### src/rtl/uart_rx_ovs_pkg.sv
// Shared definitions for the oversampling UART receiver: FSM encoding, FIFO entry layout
// and the majority-vote helper.
package uart_rx_ovs_pkg;

  typedef enum logic [2:0] {
    RX_IDLE,
    RX_START,
    RX_DATA,
    RX_PARITY,
    RX_STOP
  } rx_state_e;

  localparam logic [7:0] DATA_REG_DFT = 8'h00;

  // Entry layout: {break, frame, parity, data[7:0]}
  localparam int unsigned ENT_DATA = 0;
  localparam int unsigned ENT_PAR  = 8;
  localparam int unsigned ENT_FRM  = 9;
  localparam int unsigned ENT_BRK  = 10;
  localparam int unsigned ENT_W    = 11;

  function automatic logic maj3(input logic [2:0] s);
    return (s[0] & s[1]) | (s[0] & s[2]) | (s[1] & s[2]);
  endfunction

endpackage

### src/rtl/uart_rx_fifo.sv
// Synchronous first-word-fall-through FIFO with flush; the read port shows zero when empty.
module uart_rx_fifo #(
  parameter int unsigned WIDTH = 11,
  parameter int unsigned DEPTH = 4
) (
  input  logic             clk,
  input  logic             rst_n,
  input  logic             flush,
  input  logic             push,
  input  logic [WIDTH-1:0] wdata,
  input  logic             pop,
  output logic [WIDTH-1:0] rdata,
  output logic             full,
  output logic             empty
);

  localparam int unsigned AW = $clog2(DEPTH);
  localparam logic [AW:0] FULL_CNT = (AW + 1)'(DEPTH);

  logic [WIDTH-1:0] mem [DEPTH];
  logic [AW-1:0]    wptr_q, rptr_q;
  logic [AW:0]      cnt_q;
  logic             do_push, do_pop;

  assign full    = (cnt_q == FULL_CNT);
  assign empty   = (cnt_q == '0);
  assign do_pop  = pop & ~empty;
  // A full FIFO still accepts a write when the head leaves in the same cycle.
  assign do_push = push & (~full | do_pop);

  always_ff @(posedge clk or negedge rst_n) begin
    if (!rst_n) begin
      wptr_q <= '0;
      rptr_q <= '0;
      cnt_q  <= '0;
    end else if (flush) begin
      wptr_q <= '0;
      rptr_q <= '0;
      cnt_q  <= '0;
    end else begin
      if (do_push) wptr_q <= wptr_q + AW'(1);
      if (do_pop)  rptr_q <= rptr_q + AW'(1);
      cnt_q <= cnt_q + {{AW{1'b0}}, do_push} - {{AW{1'b0}}, do_pop};
    end
  end

  always_ff @(posedge clk) begin
    if (do_push) mem[wptr_q] <= wdata;
  end

  assign rdata = empty ? '0 : mem[rptr_q];

endmodule

### src/rtl/uart_rx_ovs.sv
// Oversampling UART receiver: synchroniser, sample-tick detect, 3-sample vote, framing FSM
// and a receive FIFO drained through valid/ready.
module uart_rx_ovs
  import uart_rx_ovs_pkg::*;
#(
  parameter int unsigned OSR        = 16,
  parameter int unsigned FIFO_DEPTH = 4
) (
  input  logic       clk,
  input  logic       rst_n,
  input  logic       sample_clk,
  input  logic       rx_en,
  input  logic [1:0] data_len,
  input  logic       no_parity,
  input  logic       ev_parity,
  input  logic       stop2,
  input  logic       rxd,
  output logic [7:0] rx_data,
  output logic       rx_valid,
  input  logic       rx_ready,
  output logic       parity_err,
  output logic       frame_err,
  output logic       break_det,
  output logic       overrun
);

  localparam int unsigned CW = $clog2(OSR);
  localparam logic [CW-1:0] CNT_MAX = CW'(OSR - 1);
  localparam logic [CW-1:0] S0      = CW'(OSR / 2 - 1);
  localparam logic [CW-1:0] S1      = CW'(OSR / 2);
  localparam logic [CW-1:0] S2      = CW'(OSR / 2 + 1);
  localparam logic [CW-1:0] SV      = CW'(OSR / 2 + 2);

  logic rxd_s1_q, rxd_s2_q, rxd_last_q, sclk_q, tick_q;

  rx_state_e       state_q, state_d;
  logic [CW-1:0]   cnt_q, cnt_d;
  logic [2:0]      bit_q, bit_d;
  logic            second_q, second_d;
  logic [2:0]      samp_q, samp_d;
  logic [7:0]      data_q, data_d;
  logic            par_acc_q, par_acc_d;
  logic            zero_q, zero_d;
  logic            perr_q, perr_d, ferr_q, ferr_d, brk_q, brk_d;
  logic            hold_q, hold_d;
  logic [1:0]      len_q, len_d;
  logic            nopar_q, nopar_d, ev_q, ev_d, stop2_q, stop2_d;
  logic            overrun_q, overrun_d;

  logic             push, pop, fifo_full, fifo_empty;
  logic             wrap, at_vote, vote, brk_now, ferr_now;
  logic [CW-1:0]    idx;
  logic [ENT_W-1:0] entry, head;

  // Synchroniser and tick detect run regardless of rx_en.
  always_ff @(posedge clk or negedge rst_n) begin
    if (!rst_n) begin
      rxd_s1_q   <= 1'b1;
      rxd_s2_q   <= 1'b1;
      rxd_last_q <= 1'b1;
      sclk_q     <= 1'b0;
      tick_q     <= 1'b0;
    end else begin
      rxd_s1_q <= rxd;
      rxd_s2_q <= rxd_s1_q;
      sclk_q   <= sample_clk;
      tick_q   <= sample_clk & ~sclk_q;
      if (tick_q) rxd_last_q <= rxd_s2_q;
    end
  end

  always_ff @(posedge clk or negedge rst_n) begin
    if (!rst_n) begin
      state_q   <= RX_IDLE;
      cnt_q     <= '0;
      bit_q     <= '0;
      second_q  <= 1'b0;
      samp_q    <= '0;
      data_q    <= DATA_REG_DFT;
      par_acc_q <= 1'b0;
      zero_q    <= 1'b0;
      perr_q    <= 1'b0;
      ferr_q    <= 1'b0;
      brk_q     <= 1'b0;
      hold_q    <= 1'b0;
      len_q     <= '0;
      nopar_q   <= 1'b0;
      ev_q      <= 1'b0;
      stop2_q   <= 1'b0;
      overrun_q <= 1'b0;
    end else begin
      state_q   <= state_d;
      cnt_q     <= cnt_d;
      bit_q     <= bit_d;
      second_q  <= second_d;
      samp_q    <= samp_d;
      data_q    <= data_d;
      par_acc_q <= par_acc_d;
      zero_q    <= zero_d;
      perr_q    <= perr_d;
      ferr_q    <= ferr_d;
      brk_q     <= brk_d;
      hold_q    <= hold_d;
      len_q     <= len_d;
      nopar_q   <= nopar_d;
      ev_q      <= ev_d;
      stop2_q   <= stop2_d;
      overrun_q <= overrun_d;
    end
  end

  assign wrap    = (cnt_q == CNT_MAX);
  assign idx     = cnt_q + CW'(1);
  assign at_vote = tick_q & ~wrap & (idx == SV);
  assign vote    = maj3(samp_q);
  assign pop     = rx_valid & rx_ready;

  always_comb begin
    state_d   = state_q;
    cnt_d     = cnt_q;
    bit_d     = bit_q;
    second_d  = second_q;
    samp_d    = samp_q;
    data_d    = data_q;
    par_acc_d = par_acc_q;
    zero_d    = zero_q;
    perr_d    = perr_q;
    ferr_d    = ferr_q;
    brk_d     = brk_q;
    hold_d    = hold_q;
    len_d     = len_q;
    nopar_d   = nopar_q;
    ev_d      = ev_q;
    stop2_d   = stop2_q;
    overrun_d = overrun_q;
    push      = 1'b0;
    brk_now   = brk_q;
    ferr_now  = ferr_q;
    if (!rx_en) begin
      state_d   = RX_IDLE;
      cnt_d     = '0;
      bit_d     = '0;
      second_d  = 1'b0;
      hold_d    = 1'b0;
      overrun_d = 1'b0;
    end else if (tick_q) begin
      if (state_q != RX_IDLE) begin
        cnt_d = wrap ? '0 : idx;
        if (!wrap && idx == S0) samp_d[0] = rxd_s2_q;
        if (!wrap && idx == S1) samp_d[1] = rxd_s2_q;
        if (!wrap && idx == S2) samp_d[2] = rxd_s2_q;
      end
      unique case (state_q)
        RX_IDLE: begin
          if (hold_q) begin
            // After a break the line must stay high for a full bit before a new start.
            if (!rxd_s2_q) cnt_d = '0;
            else if (wrap) hold_d = 1'b0;
            else cnt_d = idx;
          end else if (rxd_last_q && !rxd_s2_q) begin
            state_d   = RX_START;
            cnt_d     = '0;
            bit_d     = '0;
            second_d  = 1'b0;
            data_d    = DATA_REG_DFT;
            par_acc_d = 1'b0;
            zero_d    = 1'b1;
            perr_d    = 1'b0;
            ferr_d    = 1'b0;
            brk_d     = 1'b0;
            len_d     = data_len;
            nopar_d   = no_parity;
            ev_d      = ev_parity;
            stop2_d   = stop2;
          end
        end
        RX_START: begin
          if (at_vote && vote) begin
            state_d = RX_IDLE;
            cnt_d   = '0;
          end else if (wrap) begin
            state_d = RX_DATA;
          end
        end
        RX_DATA: begin
          if (at_vote) begin
            data_d[bit_q] = vote;
            par_acc_d     = par_acc_q ^ vote;
            zero_d        = zero_q & ~vote;
          end
          if (wrap) begin
            if (bit_q == {1'b0, len_q} + 3'd4) state_d = nopar_q ? RX_STOP : RX_PARITY;
            else bit_d = bit_q + 3'd1;
          end
        end
        RX_PARITY: begin
          if (at_vote) begin
            if (vote != (par_acc_q ^ ~ev_q)) perr_d = 1'b1;
            zero_d = zero_q & ~vote;
          end
          if (wrap) state_d = RX_STOP;
        end
        RX_STOP: begin
          if (at_vote) begin
            brk_now  = brk_q | (~second_q & zero_q & ~vote);
            ferr_now = ferr_q | ~vote | brk_now;
            brk_d    = brk_now;
            ferr_d   = ferr_now;
            if (stop2_q && !second_q) begin
              second_d = 1'b1;
            end else begin
              // Leave before the bit ends so the next start edge is never missed.
              push    = 1'b1;
              state_d = RX_IDLE;
              cnt_d   = '0;
              hold_d  = brk_now;
              if (fifo_full && !pop) overrun_d = 1'b1;
            end
          end
        end
        default: state_d = RX_IDLE;
      endcase
    end
  end

  always_comb begin
    entry                   = '0;
    entry[ENT_DATA +: 8]    = data_q;
    entry[ENT_PAR]          = perr_q;
    entry[ENT_FRM]          = ferr_now;
    entry[ENT_BRK]          = brk_now;
  end

  uart_rx_fifo #(
    .WIDTH(ENT_W),
    .DEPTH(FIFO_DEPTH)
  ) u_fifo (
    .clk  (clk),
    .rst_n(rst_n),
    .flush(~rx_en),
    .push (push),
    .wdata(entry),
    .pop  (pop),
    .rdata(head),
    .full (fifo_full),
    .empty(fifo_empty)
  );

  assign rx_valid   = ~fifo_empty;
  assign rx_data    = head[ENT_DATA +: 8];
  assign parity_err = head[ENT_PAR];
  assign frame_err  = head[ENT_FRM];
  assign break_det  = head[ENT_BRK];
  assign overrun    = overrun_q;

endmodule
### config.mk
export PLATFORM = sky130hd
export DESIGN_NAME = uart_rx_ovs
export DESIGN_NICKNAME = d
export VERILOG_FILES = /design/src/rtl/uart_rx_ovs_pkg.sv /design/src/rtl/uart_rx_fifo.sv /design/src/rtl/uart_rx_ovs.sv
export SDC_FILE = /design/constraint.sdc
export NUM_CORES = 1
export LEC_CHECK = 0
export BUFFER_PORTS_ARGS = -buffer_cell sky130_fd_sc_hd__buf_2
export CORE_ASPECT_RATIO = 0.5
export CORE_UTILIZATION = 30
export CTS_CLUSTER_SIZE = 40
export DETAILED_ROUTE_END_ITERATION = 16
export GPL_ROUTABILITY_DRIVEN = 1
export PLACE_DENSITY_LB_ADDON = 0.3
export SLEW_MARGIN = 10
export SYNTH_ARGS = -nofsm -noshare
export SYNTH_HDL_FRONTEND = slang
export SYNTH_SLANG_ARGS = --single-unit
### constraint.sdc
create_clock -name clk -period 2.9 [get_ports clk]
set_input_delay 0.58 -clock clk [delete_from_list [all_inputs] [get_ports clk]]
set_output_delay 0.58 -clock clk [all_outputs]
set_load 0.05 [all_outputs]
==> qor.txt <==
Top Ports: 24
RSZ-0062 raised after global routing: no
Area growth, synth to finish: 15.7%
DR DRC count: 0
Clock transition at path regs: 0.07 ns
Final Hold Viols: 0
post-detailed-route count of antenna-violating nets: 0
fmax: 385 MHz
Setup WS pre-CTS: 0.313 ns
sequential share of the synthesized area: 55.6%
EDFF count, synth: 44
DP HPWL: 6340 µm
crit-path max cell delay: 0.44 ns
Final Max Tran Viols: 0
beginning of the critical path: cnt_q[0]$_DFFE_PN0N_
R2R Path Start: cnt_q[0]$_DFFE_PN0N_
grt met3 use: 2.78%
crit share post-route: 89.5%
postcts setup bufs: 0
synthesized area: 0.00445 mm²
final worst setup slack: 0.306 ns
grt ovf: 0
TritonCTS Buffers: 9
Clk Latency, worst-skew pair: 0.34 ns
Worst EP required: 3.13 ns
number of global-route vias before repair: 2780
chip width: 174 µm
post-CTS resize count: 0
WL final: 9030 µm
leading cell type in the layout, fill and taps excluded: edfxtp_1
Top Usage Layer GRT: met2
clock buffer depth: 2
Tot Pwr: 4.30 mW
Yosys cell types: 61
Yosys Warn Count: 0
core box area: 0.0145 mm²
CP startpoint kind: flop
DP Area: 0.00486 mm²
status: completed
initial antenna violation count: 0
leading cell types in the layout, fill and taps excluded: edfxtp_1 (44), dfrtp_1 (43), nand2_1 (38), buf_2 (23), and2_1 (22)
Ant. Diodes: 0
leakage: 2.03 nW
minimum clock period: 2.59 ns
RePlAce Congestion: 0.854
CP cell instances: ha_1 -> and4bb_2 -> a22oi_1 -> nor3_1 -> ha_1 -> inv_1 -> fa_1 -> xnor2_1 -> and2_1
Slew @ Worst Pin: 0.574 ns
die footprint: 0.0154 mm²
Global Route Usage Sum: 12.5%
first-pass GRT wire length: 14800 µm
First-pass DRT Iterations: 4
Reg area: 0.00248 mm²
Die H: 88.2 µm
CTS tree: built
total number of vias: 2943
met1 global-route usage: 16.5%
1st-iter DRT viols: 131
share of cells above drive strength 1: 21.1%
skew final: 0.00893 ns
CP max FO: 11
Worst setup EP type: flop
WL/cell: 15.0 µm
VDD IR max: 0.326 mV
setup_tns: 0 ns
cell area after layout: 0.00515 mm²
CP max stage cell: dfrtp_1
Worst slew margin: 61.6%
Cells after Synth: 366
Avg Vias per Cell: 4.90
Fill cells: 1406
CTS H-tree lvls: 3
Max-cap violations: 0
GR Util met2: 20.1%
Synth Register Bits: 90
Synthesized Nets: 390
Main synth FF type: edfxtp_1
Hold Path Class: in2async
CP Class: reg2reg
largest net degree at the start of global routing: 27
Post-synth ARST share: 51.1%
Final nets: 422
Setup violations, final: 0
Hold-fix buffers, CTS: 0
row count: 31
count of buffers from port buffering: 23
CTS Root Cell: clkbuf_16
Multi-input gate area: 0.00185 mm²
Clock Sinks: 90
initial core utilization: 30.8%
crit path DAT: 2.82 ns
final core utilization: 35.6%
Crit path top cell by count: ha_1
Power Density: 834 mW/mm²
Avg Inst Size Synth: 12.2 µm²
cell families (layout without fill, tap and decap cells):
| logic type | Yosys count | count (layout) | share of synthesized area [%] |
|---|---|---|---|
| XOR/XNOR | 12 | 12 | 2.36 |
| AND/OR/NAND/NOR | 138 | 138 | 16.7 |
| buffers and inverters | 31 | 68 | 2.89 |
| AO/OA/AOI/OAI | 55 | 55 | 9.27 |
| flip-flops | 90 | 90 | 55.6 |
| multiplexers | 26 | 26 | 9.13 |
| adder cells (fa/ha/maj) | 14 | 14 | 4.04 |
Yosys cell counts, types with 5 or more instances:
cell,number,share of area (%)
edfxtp_1,44,30
dfrtp_1,43,24
nand2_1,38,3.2
and2_1,22,3.1
nor2_1,18,1.5
nand3_1,14,1.6
clkbuf_1,13,1.1
ha_1,12,3.4
inv_1,11,0.93
mux4_2,11,5.6
xnor2_1,10,2.0
o211ai_1,9,1.5
a21oi_1,8,0.90
mux2i_1,8,1.8
mux2_2,7,1.8
nor2b_1,7,0.98
nor3_1,6,0.67
nand2b_1,5,0.70
nor3b_1,5,0.84
final timing paths:
check	endpoint	slack, ns	cells after the start
setup / recovery	u_fifo.cnt_q[2]$_DFF_PN0_	0.31	9
hold / removal	cnt_q[1]$_DFFE_PN0N_	0.19	1
setup reg to reg	u_fifo.cnt_q[2]$_DFF_PN0_	0.31	9
hold reg to reg	rxd_s2_q$_DFF_PN1_	0.36	0
max in group asynchronous	par_acc_q$_DFFE_PN0P_	1.97	2
min in group clk	rxd_s1_q$_DFF_PN1_	0.34	1
report_power, final:
part           switching, mW  internal [mW]
Sequential             0.112           1.43
Clock                  0.514          0.596
Combinational           1.05          0.593
cell type report:
type / count / area share, %
clock inverters: 7 / 1.21
clock buffers: 9 / 4.37
repair buffers: 41 / 4.86
multi-input cells: 245 / 35.9
flip-flops and latches: 90 / 48.1
well taps: 198 / 4.81
inverters: 11 / 0.801
worst max-delay path, delay by kind of cell, from the launching register on:
| kind | cells | cell delay [ns] |
|---|---|---|
| and+or+nand+nor | 3 | 0.80 |
| buffers and inverters | 1 | 0.05 |
| AOI/OAI and AO/OA | 1 | 0.10 |
| xor gates and xnor gates | 1 | 0.13 |
| DFF | 1 | 0.44 |
| adders and majority gates | 3 | 0.94 |
stage by stage:
step / std cells / hold WS (ns)
after CTS: 601 / 0.203
after global routing: 601 / 0.230
after floorplan: 366 / 0.284
after global placement: 585 / 0.346
after detailed placement: 585 / 0.347
final: 601 / 0.193
sequential cells by signal, summed over array words and instances, names as in the netlist, 3 cells and up:
register and cells:
samp_q 3, u_fifo.cnt_q 3, u_fifo.mem 44, bit_q 3
state_q 3, data_q 8, cnt_q 4
layer usage:
metal  up-vias  routed length [µm]  share of wire, %
li1       1411                   -                 -
met1      1463                4470                49
met2        60                4170                46
met3         9                 308               3.4
met4         0                  85              0.94
met5         -                   0                 0
Note: power is estimated with default switching activity, not from simulation.
